File: config.mk
export PLATFORM = sky130hd
export DESIGN_NAME = axi_txn_tracker_flat
export DESIGN_NICKNAME = d
export VERILOG_FILES = /design/src/rtl/axi_txn_tracker_if.sv /design/src/rtl/axi_txn_tracker.sv /design/src/flat_wrapper.sv
export SDC_FILE = /design/constraint.sdc
export NUM_CORES = 1
export LEC_CHECK = 0
export CAP_MARGIN = 20
export CORE_MARGIN = 1.5
export CORE_UTILIZATION = 35
export CTS_BUF_LIST = sky130_fd_sc_hd__clkbuf_8
export DETAILED_ROUTE_END_ITERATION = 8
export PLACE_DENSITY = 0.68
export SYNTH_ARGS = -nofsm -noshare
export SYNTH_HDL_FRONTEND = slang
export SYNTH_SLANG_ARGS = --single-unit
File: constraint.sdc
create_clock -name clk -period 2.4 [get_ports clk]
set_clock_uncertainty 0.05 [all_clocks]
set_input_delay 0.6 -clock clk [delete_from_list [all_inputs] [get_ports clk]]
set_output_delay 0.6 -clock clk [all_outputs]
set_load 0.005 [all_outputs]
File: src/rtl/axi_txn_tracker_if.sv
// Slave-side AXI handshake bundle observed by the transaction tracker.
// The master modport is the side that drives the muxed bus; the slave
// modport is the passive observer (the tracker).
interface axi_txn_tracker_if #(
  parameter int LEN_W = 4
) ();
  logic             awvalid;
  logic             awready;
  logic [LEN_W-1:0] awlen;
  logic             wvalid;
  logic             wready;
  logic             wlast;
  logic             bvalid;
  logic             bready;
  logic [1:0]       bresp;
  logic             arvalid;
  logic             arready;
  logic [LEN_W-1:0] arlen;
  logic             rvalid;
  logic             rready;
  logic             rlast;
  logic [1:0]       rresp;

  modport master (
    output awvalid, awready, awlen, wvalid, wready, wlast,
           bvalid, bready, bresp, arvalid, arready, arlen,
           rvalid, rready, rlast, rresp
  );

  modport slave (
    input  awvalid, awready, awlen, wvalid, wready, wlast,
           bvalid, bready, bresp, arvalid, arready, arlen,
           rvalid, rready, rlast, rresp
  );
endinterface

File: src/rtl/axi_txn_tracker.sv
// Transaction tracker on the granted path between the round-robin arbiter
// and the slave. Latches the grant as owner, follows one AXI transaction
// (write or read burst), and pulses txn_done to re-enable arbitration.
// Slave errors, LAST mismatches and stalls are reported via err_code.
module axi_txn_tracker #(
  parameter int LEN_W   = 4,
  parameter int TO_W    = 8,
  parameter int TIMEOUT = 200
) (
  input  logic                   clk,
  input  logic                   rst,
  input  logic [1:0]             gnt,
  axi_txn_tracker_if.slave       bus,
  output logic [1:0]             owner,
  output logic                   busy,
  output logic [LEN_W:0]         beats_left,
  output logic                   txn_done,
  output logic                   txn_err,
  output logic [1:0]             err_code
);

  typedef enum logic [2:0] {
    ST_IDLE  = 3'd0,
    ST_ADDR  = 3'd1,
    ST_WDATA = 3'd2,
    ST_WRESP = 3'd3,
    ST_RDATA = 3'd4,
    ST_DONE  = 3'd5
  } state_t;

  localparam logic [LEN_W:0]  BEAT_ONE  = {{LEN_W{1'b0}}, 1'b1};
  localparam logic [LEN_W:0]  BEAT_ZERO = {(LEN_W+1){1'b0}};
  localparam logic [TO_W-1:0] TIMER_ONE = {{(TO_W-1){1'b0}}, 1'b1};
  localparam logic [TO_W-1:0] TIMER_ZERO = {TO_W{1'b0}};
  localparam logic [TO_W-1:0] TIMER_LAST = TO_W'(TIMEOUT - 1);

  // Error encoding with priority timeout > LAST mismatch > slave error.
  function automatic logic [1:0] err_encode(input logic to, input logic mis, input logic slv);
    logic [1:0] code;
    if (to) begin
      code = 2'b11;
    end else if (mis) begin
      code = 2'b10;
    end else if (slv) begin
      code = 2'b01;
    end else begin
      code = 2'b00;
    end
    return code;
  endfunction

  state_t          state_r;
  logic [TO_W-1:0] timer_r;
  logic            mis_r;
  logic            slv_r;

  logic       hs_aw_s;
  logic       hs_w_s;
  logic       hs_b_s;
  logic       hs_ar_s;
  logic       hs_r_s;
  logic       hs_any_s;
  logic       beat_last_s;
  logic       w_mis_s;
  logic       r_mis_s;
  logic       r_slv_s;
  logic       gnt_ok_s;
  logic       watched_s;
  logic       timeout_s;
  logic [1:0] done_code_s;
  logic       unused_resp_s;

  // Handshake decode, per-beat checks and the completion error code.
  always_comb begin
    hs_aw_s       = bus.awvalid & bus.awready;
    hs_w_s        = bus.wvalid  & bus.wready;
    hs_b_s        = bus.bvalid  & bus.bready;
    hs_ar_s       = bus.arvalid & bus.arready;
    hs_r_s        = bus.rvalid  & bus.rready;
    hs_any_s      = hs_aw_s | hs_w_s | hs_b_s | hs_ar_s | hs_r_s;
    beat_last_s   = (beats_left == BEAT_ONE);
    w_mis_s       = hs_w_s & (bus.wlast != beat_last_s);
    r_mis_s       = hs_r_s & (bus.rlast != beat_last_s);
    r_slv_s       = hs_r_s & bus.rresp[1];
    gnt_ok_s      = (gnt == 2'b01) || (gnt == 2'b10);
    unused_resp_s = bus.bresp[0] ^ bus.rresp[0];
    watched_s     = (state_r == ST_ADDR) || (state_r == ST_WDATA) ||
                    (state_r == ST_WRESP) || (state_r == ST_RDATA);
    timeout_s     = watched_s && !hs_any_s && (timer_r == TIMER_LAST);
    case (state_r)
      ST_WRESP: done_code_s = err_encode(1'b0, mis_r, slv_r | bus.bresp[1]);
      ST_RDATA: done_code_s = err_encode(1'b0, mis_r | r_mis_s, slv_r | r_slv_s);
      default:  done_code_s = err_encode(1'b0, mis_r, slv_r);
    endcase
  end

  // Stall timer: counts handshake-free cycles while a transaction is open.
  always_ff @(posedge clk or negedge rst) begin
    if (!rst) begin
      timer_r <= TIMER_ZERO;
    end else if (!watched_s || hs_any_s || timeout_s) begin
      timer_r <= TIMER_ZERO;
    end else begin
      timer_r <= timer_r + TIMER_ONE;
    end
  end

  // Transaction FSM with registered status outputs.
  always_ff @(posedge clk or negedge rst) begin
    if (!rst) begin
      state_r    <= ST_IDLE;
      owner      <= 2'b00;
      busy       <= 1'b0;
      beats_left <= BEAT_ZERO;
      txn_done   <= 1'b0;
      txn_err    <= 1'b0;
      err_code   <= 2'b00;
      mis_r      <= 1'b0;
      slv_r      <= 1'b0;
    end else if (timeout_s) begin
      state_r    <= ST_DONE;
      beats_left <= BEAT_ZERO;
      txn_done   <= 1'b1;
      txn_err    <= 1'b1;
      err_code   <= err_encode(1'b1, mis_r, slv_r);
    end else begin
      case (state_r)
        ST_IDLE: begin
          txn_done <= 1'b0;
          txn_err  <= 1'b0;
          if (gnt_ok_s) begin
            owner   <= gnt;
            busy    <= 1'b1;
            mis_r   <= 1'b0;
            slv_r   <= 1'b0;
            state_r <= ST_ADDR;
          end
        end
        ST_ADDR: begin
          if (hs_aw_s) begin
            beats_left <= {1'b0, bus.awlen} + BEAT_ONE;
            mis_r      <= hs_ar_s;
            state_r    <= ST_WDATA;
          end else if (hs_ar_s) begin
            beats_left <= {1'b0, bus.arlen} + BEAT_ONE;
            state_r    <= ST_RDATA;
          end
        end
        ST_WDATA: begin
          if (hs_w_s) begin
            beats_left <= beats_left - BEAT_ONE;
            mis_r      <= mis_r | w_mis_s;
            if (beat_last_s) begin
              state_r <= ST_WRESP;
            end
          end
        end
        ST_WRESP: begin
          if (hs_b_s) begin
            slv_r    <= slv_r | bus.bresp[1];
            txn_done <= 1'b1;
            txn_err  <= (done_code_s != 2'b00);
            err_code <= done_code_s;
            state_r  <= ST_DONE;
          end
        end
        ST_RDATA: begin
          if (hs_r_s) begin
            beats_left <= beats_left - BEAT_ONE;
            mis_r      <= mis_r | r_mis_s;
            slv_r      <= slv_r | r_slv_s;
            if (beat_last_s) begin
              txn_done <= 1'b1;
              txn_err  <= (done_code_s != 2'b00);
              err_code <= done_code_s;
              state_r  <= ST_DONE;
            end
          end
        end
        ST_DONE: begin
          owner    <= 2'b00;
          busy     <= 1'b0;
          txn_done <= 1'b0;
          txn_err  <= 1'b0;
          state_r  <= ST_IDLE;
        end
        default: begin
          owner    <= 2'b00;
          busy     <= 1'b0;
          txn_done <= 1'b0;
          txn_err  <= 1'b0;
          state_r  <= ST_IDLE;
        end
      endcase
    end
  end

endmodule

File: src/flat_wrapper.sv
// flat-port wrapper written by rule: the top's interface ports become plain ports
module axi_txn_tracker_flat 
#(
  parameter int LEN_W   = 4,
  parameter int TO_W    = 8,
  parameter int TIMEOUT = 200
)
  (clk, rst, gnt, owner, busy, beats_left, txn_done, txn_err, err_code, bus_awvalid, bus_awready, bus_awlen, bus_wvalid, bus_wready, bus_wlast, bus_bvalid, bus_bready, bus_bresp, bus_arvalid, bus_arready, bus_arlen, bus_rvalid, bus_rready, bus_rlast, bus_rresp);
  axi_txn_tracker_if #(.LEN_W(LEN_W)) bus_i ();
  input  logic clk;
  input  logic rst;
  input  logic [1:0] gnt;
  output logic [1:0] owner;
  output logic busy;
  output logic [LEN_W:0] beats_left;
  output logic txn_done;
  output logic txn_err;
  output logic [1:0] err_code;
  input wire logic [$bits(bus_i.awvalid)-1:0] bus_awvalid;
  input wire logic [$bits(bus_i.awready)-1:0] bus_awready;
  input wire logic [$bits(bus_i.awlen)-1:0] bus_awlen;
  input wire logic [$bits(bus_i.wvalid)-1:0] bus_wvalid;
  input wire logic [$bits(bus_i.wready)-1:0] bus_wready;
  input wire logic [$bits(bus_i.wlast)-1:0] bus_wlast;
  input wire logic [$bits(bus_i.bvalid)-1:0] bus_bvalid;
  input wire logic [$bits(bus_i.bready)-1:0] bus_bready;
  input wire logic [$bits(bus_i.bresp)-1:0] bus_bresp;
  input wire logic [$bits(bus_i.arvalid)-1:0] bus_arvalid;
  input wire logic [$bits(bus_i.arready)-1:0] bus_arready;
  input wire logic [$bits(bus_i.arlen)-1:0] bus_arlen;
  input wire logic [$bits(bus_i.rvalid)-1:0] bus_rvalid;
  input wire logic [$bits(bus_i.rready)-1:0] bus_rready;
  input wire logic [$bits(bus_i.rlast)-1:0] bus_rlast;
  input wire logic [$bits(bus_i.rresp)-1:0] bus_rresp;
  assign bus_i.awvalid = bus_awvalid;
  assign bus_i.awready = bus_awready;
  assign bus_i.awlen = bus_awlen;
  assign bus_i.wvalid = bus_wvalid;
  assign bus_i.wready = bus_wready;
  assign bus_i.wlast = bus_wlast;
  assign bus_i.bvalid = bus_bvalid;
  assign bus_i.bready = bus_bready;
  assign bus_i.bresp = bus_bresp;
  assign bus_i.arvalid = bus_arvalid;
  assign bus_i.arready = bus_arready;
  assign bus_i.arlen = bus_arlen;
  assign bus_i.rvalid = bus_rvalid;
  assign bus_i.rready = bus_rready;
  assign bus_i.rlast = bus_rlast;
  assign bus_i.rresp = bus_rresp;
  axi_txn_tracker #(.LEN_W(LEN_W), .TO_W(TO_W), .TIMEOUT(TIMEOUT)) u_core (.clk(clk), .rst(rst), .gnt(gnt), .bus(bus_i), .owner(owner), .busy(busy), .beats_left(beats_left), .txn_done(txn_done), .txn_err(txn_err), .err_code(err_code));
endmodule
==> key figures <==
Run status
  – Outcome: completed

Worst setup path
  – Critical Path AT: 2.31 ns
  – Crit-path max cell delay: 0.51 ns
  – Buf/Inv on CP: 1
  – Flop2flop setup slack: 0.30 ns
  – Critical Path Fanout Max: 9
  – Critical path type: input pin to flop
  – Worst path slowest cell: or3_1
  – CP Cell Sequence: clkdlybuf4s50_1, a22oi_1, nor3_1, or3_1, o21ba_1, a31oi_1
  – Critical path capture point type: flop
  – CP required: 2.49 ns
  – Largest delay share family, worst path: compound AO/OA/AOI/OAI gates
  – CP startpoint kind: input pin

Drt
  – ANT nets after route: 0
  – Via Count: 1557
  – Pre-antenna DRT Iters: 4
  – Final wirelength: 4.02 mm
  – 1st-iter DRT viols: 106
  – DRC: 0
  – Average wire per standard cell: 13.2 um
  – Via density: 5.12

Power
  – Internal power: 1220 uW
  – Sequential Power Share: 34.5%
  – Leak: 0.000943 uW
  – Sw frac: 40.7%
  – Peak supply drop: 0.363 mV
  – Psw: 839 uW
  – Part of the power in combinational logic: 52.8%
  – Pwr/cell area: 909 nW/um^2
  – Clock group share of total power: 12.6%

CTS
  – CTS tree: built
  – CTS Root Cell: clkbuf_8
  – Clock Tree Buf Depth: 2
  – CTS buffer count: 3
  – CTS H-tree lvls: 1
  – Hold buffers post-CTS: 0
  – Post-CTS setup buffer count: 0
  – # resized after CTS: 0
  – Clock transition at path regs: 0.09 ns
  – CTS sink cnt: 25
  – Worst-skew pair later-pin latency: 0.28 ns

Finish
  – ANT cells: 0
  – Fillers: 458
  – Share of cells above drive strength 1: 13.5%
  – Final #Nets: 270
  – Area growth syn-to-layout: 31.4%
  – Sequential Area: 626 um^2
  – Multi-input gate area: 1030 um^2
  – Final std cells w/o fill: 304

Place
  – Port bufs: 37
  – RD Place Congestion: 0.812
  – Dpl hpwl: 3.10 mm
  – Placed cell count: 300
  – Dpl ws: -0.107 ns

Timing
  – Slew at the pin closest to its max-slew limit: 0.449 ns
  – Highest Clock Rate: 0.451 GHz
  – Setup WS post-layout: 0.185 ns
  – Tmin final: 2.22 ns
  – Unrepaired setup endpoints after global routing: false
  – Final setup vio count: 0
  – Relative slew slack: 70.1%
  – Fin. Hold Viols: 0
  – Final Max Tran Viols: 0
  – Fin crit share: 92.3%

Floorplan
  – Core area: 4720 um^2
  – Die Height: 73.2 um
  – Die X: 73.2 um
  – Core Rows: 25
  – Initial Utilization: 36.6%
  – IO Count: 40
  – Die area: 5360 um^2

Logic synthesis
  – Post-synth ARST share: 100%
  – Synth top cells by count: dfrtp_1 (25), nor2_1 (18), nand2_1 (17), nand3_1 (14), a21oi_1 (10)
  – Number of synthesized register bits: 25
  – Most frequent cell after synthesis: dfrtp_1
  – Area leader, netlist: dfrtp_1
  – Syn nets: 223
  – Post-Syn Area: 1730 um^2
  – Avg Inst Size Synth: 9.04 um^2
  – Top post-synthesis cells by area: dfrtp_1 (36%), nand3_1 (4.1%), nor2_1 (3.9%), nand2_1 (3.7%), xor2_1 (3.6%)
  – Register area share after synthesis: 36.2%
  – Syn Inst Count: 191
  – Top FF cell, synth: dfrtp_1
  – EDFF count, synth: 0
  – Unique cell type count in the Yosys netlist: 57
  – Yosys warnings: 0
  – Share of Yosys cell area claimed by the top area cell type: 36.2%

Global routing
  – Initial antenna violation count: 0
  – Vias in the first global route: 1489
  – Gr usage total: 16.4%
  – Global-route wire length before repair: 6.90 mm
  – Largest net degree at the start of global routing: 26
  – Grt ovf: 0

Hold path
  – Hold Path Class: flop to flop

Flow run
  – Max-cap violations: 0
[path summary, 6_finish.rpt]
| kind | start | to | cells after the start |
|---|---|---|---|
| setup reg to reg | u_core.beats_left[1]$_DFFE_PN0P_ | u_core.mis_r$_DFFE_PN0P_ | 7 |
| hold reg to reg | u_core.timer_r[0]$_DFF_PN0_ | u_core.timer_r[0]$_DFF_PN0_ | 1 |
| setup / recovery | bus_arvalid | u_core.beats_left[3]$_DFFE_PN0P_ | 6 |
| max in group asynchronous | rst | u_core.beats_left[1]$_DFFE_PN0P_ | 2 |
| hold / removal | u_core.timer_r[0]$_DFF_PN0_ | u_core.timer_r[0]$_DFF_PN0_ | 1 |
| min in group asynchronous | rst | u_core.owner[0]$_DFFE_PN0P_ | 2 |
[power groups by stage]
stage	clock network (uW)	logic, uW	registers (uW)
2_1_floorplan	0	788	660
3_3_place_gp	0	1080	720
3_5_place_dp	0	1080	722
4_1_cts	272	1090	714
5_1_grt	290	1210	740
6_report	260	1090	712
[through the flow]
step | setup TNS (ns) | instance area (um^2) | total power, uW | hold WS [ns] | utilization [%]
finish | 0 | 2270 | 2060 | 0.429 | 48.1
global route | 0 | 2270 | 2240 | 0.478 | 48.1
CTS | 0 | 2270 | 2080 | 0.431 | 48.1
detailed placement | -0.353 | 2220 | 1810 | 0.417 | 47.0
global placement | -0.325 | 2220 | 1800 | 0.417 | 47.0
floorplan | 0 | 1730 | 1450 | 0.254 | -
[logic make-up (layout without fill, tap and decap cells)]
logic type               Yosys count  after routing  synth area share, %
AO/OA/AOI/OAI                     44             44                 18.0
XOR/XNOR                          13             13                 6.59
adder cells (fa/ha/maj)            4              4                 2.90
buffers and inverters             13             59                 4.20
flip-flops                        25             25                 36.2
multiplexers                       7              7                 4.20
AND/OR/NAND/NOR                   85             85                 27.9
[flip-flops by register name, summed over array words and instances (netlist names)]
signal and cells:
u_core.txn_err 1, u_core.beats_left 5, u_core.state_r 3, u_core.err_code 2, u_core.slv_r 1, u_core.mis_r 1
u_core.owner 2, u_core.busy 1, u_core.timer_r 8, u_core.txn_done 1
[layer usage]
| layer | GRT usage (%) | part of all wire (%) |
|---|---|---|
| met5 | 0 | 0 |
| met4 | 4.40 | 1.3 |
| met3 | 1.66 | 3.2 |
| met2 | 26.5 | 44 |
| met1 | 23.5 | 51 |
[layout by cell type (no fill, tap or decap), drive strengths merged, types with 4 or more instances in the layout]
cell type | synthesis | layout
nand3 | 14 | 14
nor2 | 20 | 20
nand2b | 4 | 4
buf | 3 | 12
clkdlybuf4s50 | 0 | 37
inv | 6 | 6
dfrtp | 25 | 25
xor2 | 7 | 7
o21ai | 8 | 8
xnor2 | 6 | 6
ha | 4 | 4
a21oi | 11 | 11
mux2i | 5 | 5
nand2 | 17 | 17
nor3 | 6 | 6
[area by class of cell]
| type | count | share of cell area, % |
|---|---|---|
| multi-input cells | 153 | 45.3 |
| flip-flops and latches | 25 | 27.6 |
| repair buffers | 49 | 20.3 |
| well taps | 67 | 3.69 |
| clock buffers | 3 | 1.82 |
| inverters | 6 | 0.992 |
| clock inverters | 1 | 0.331 |
Note: power is estimated with default switching activity, not from simulation.
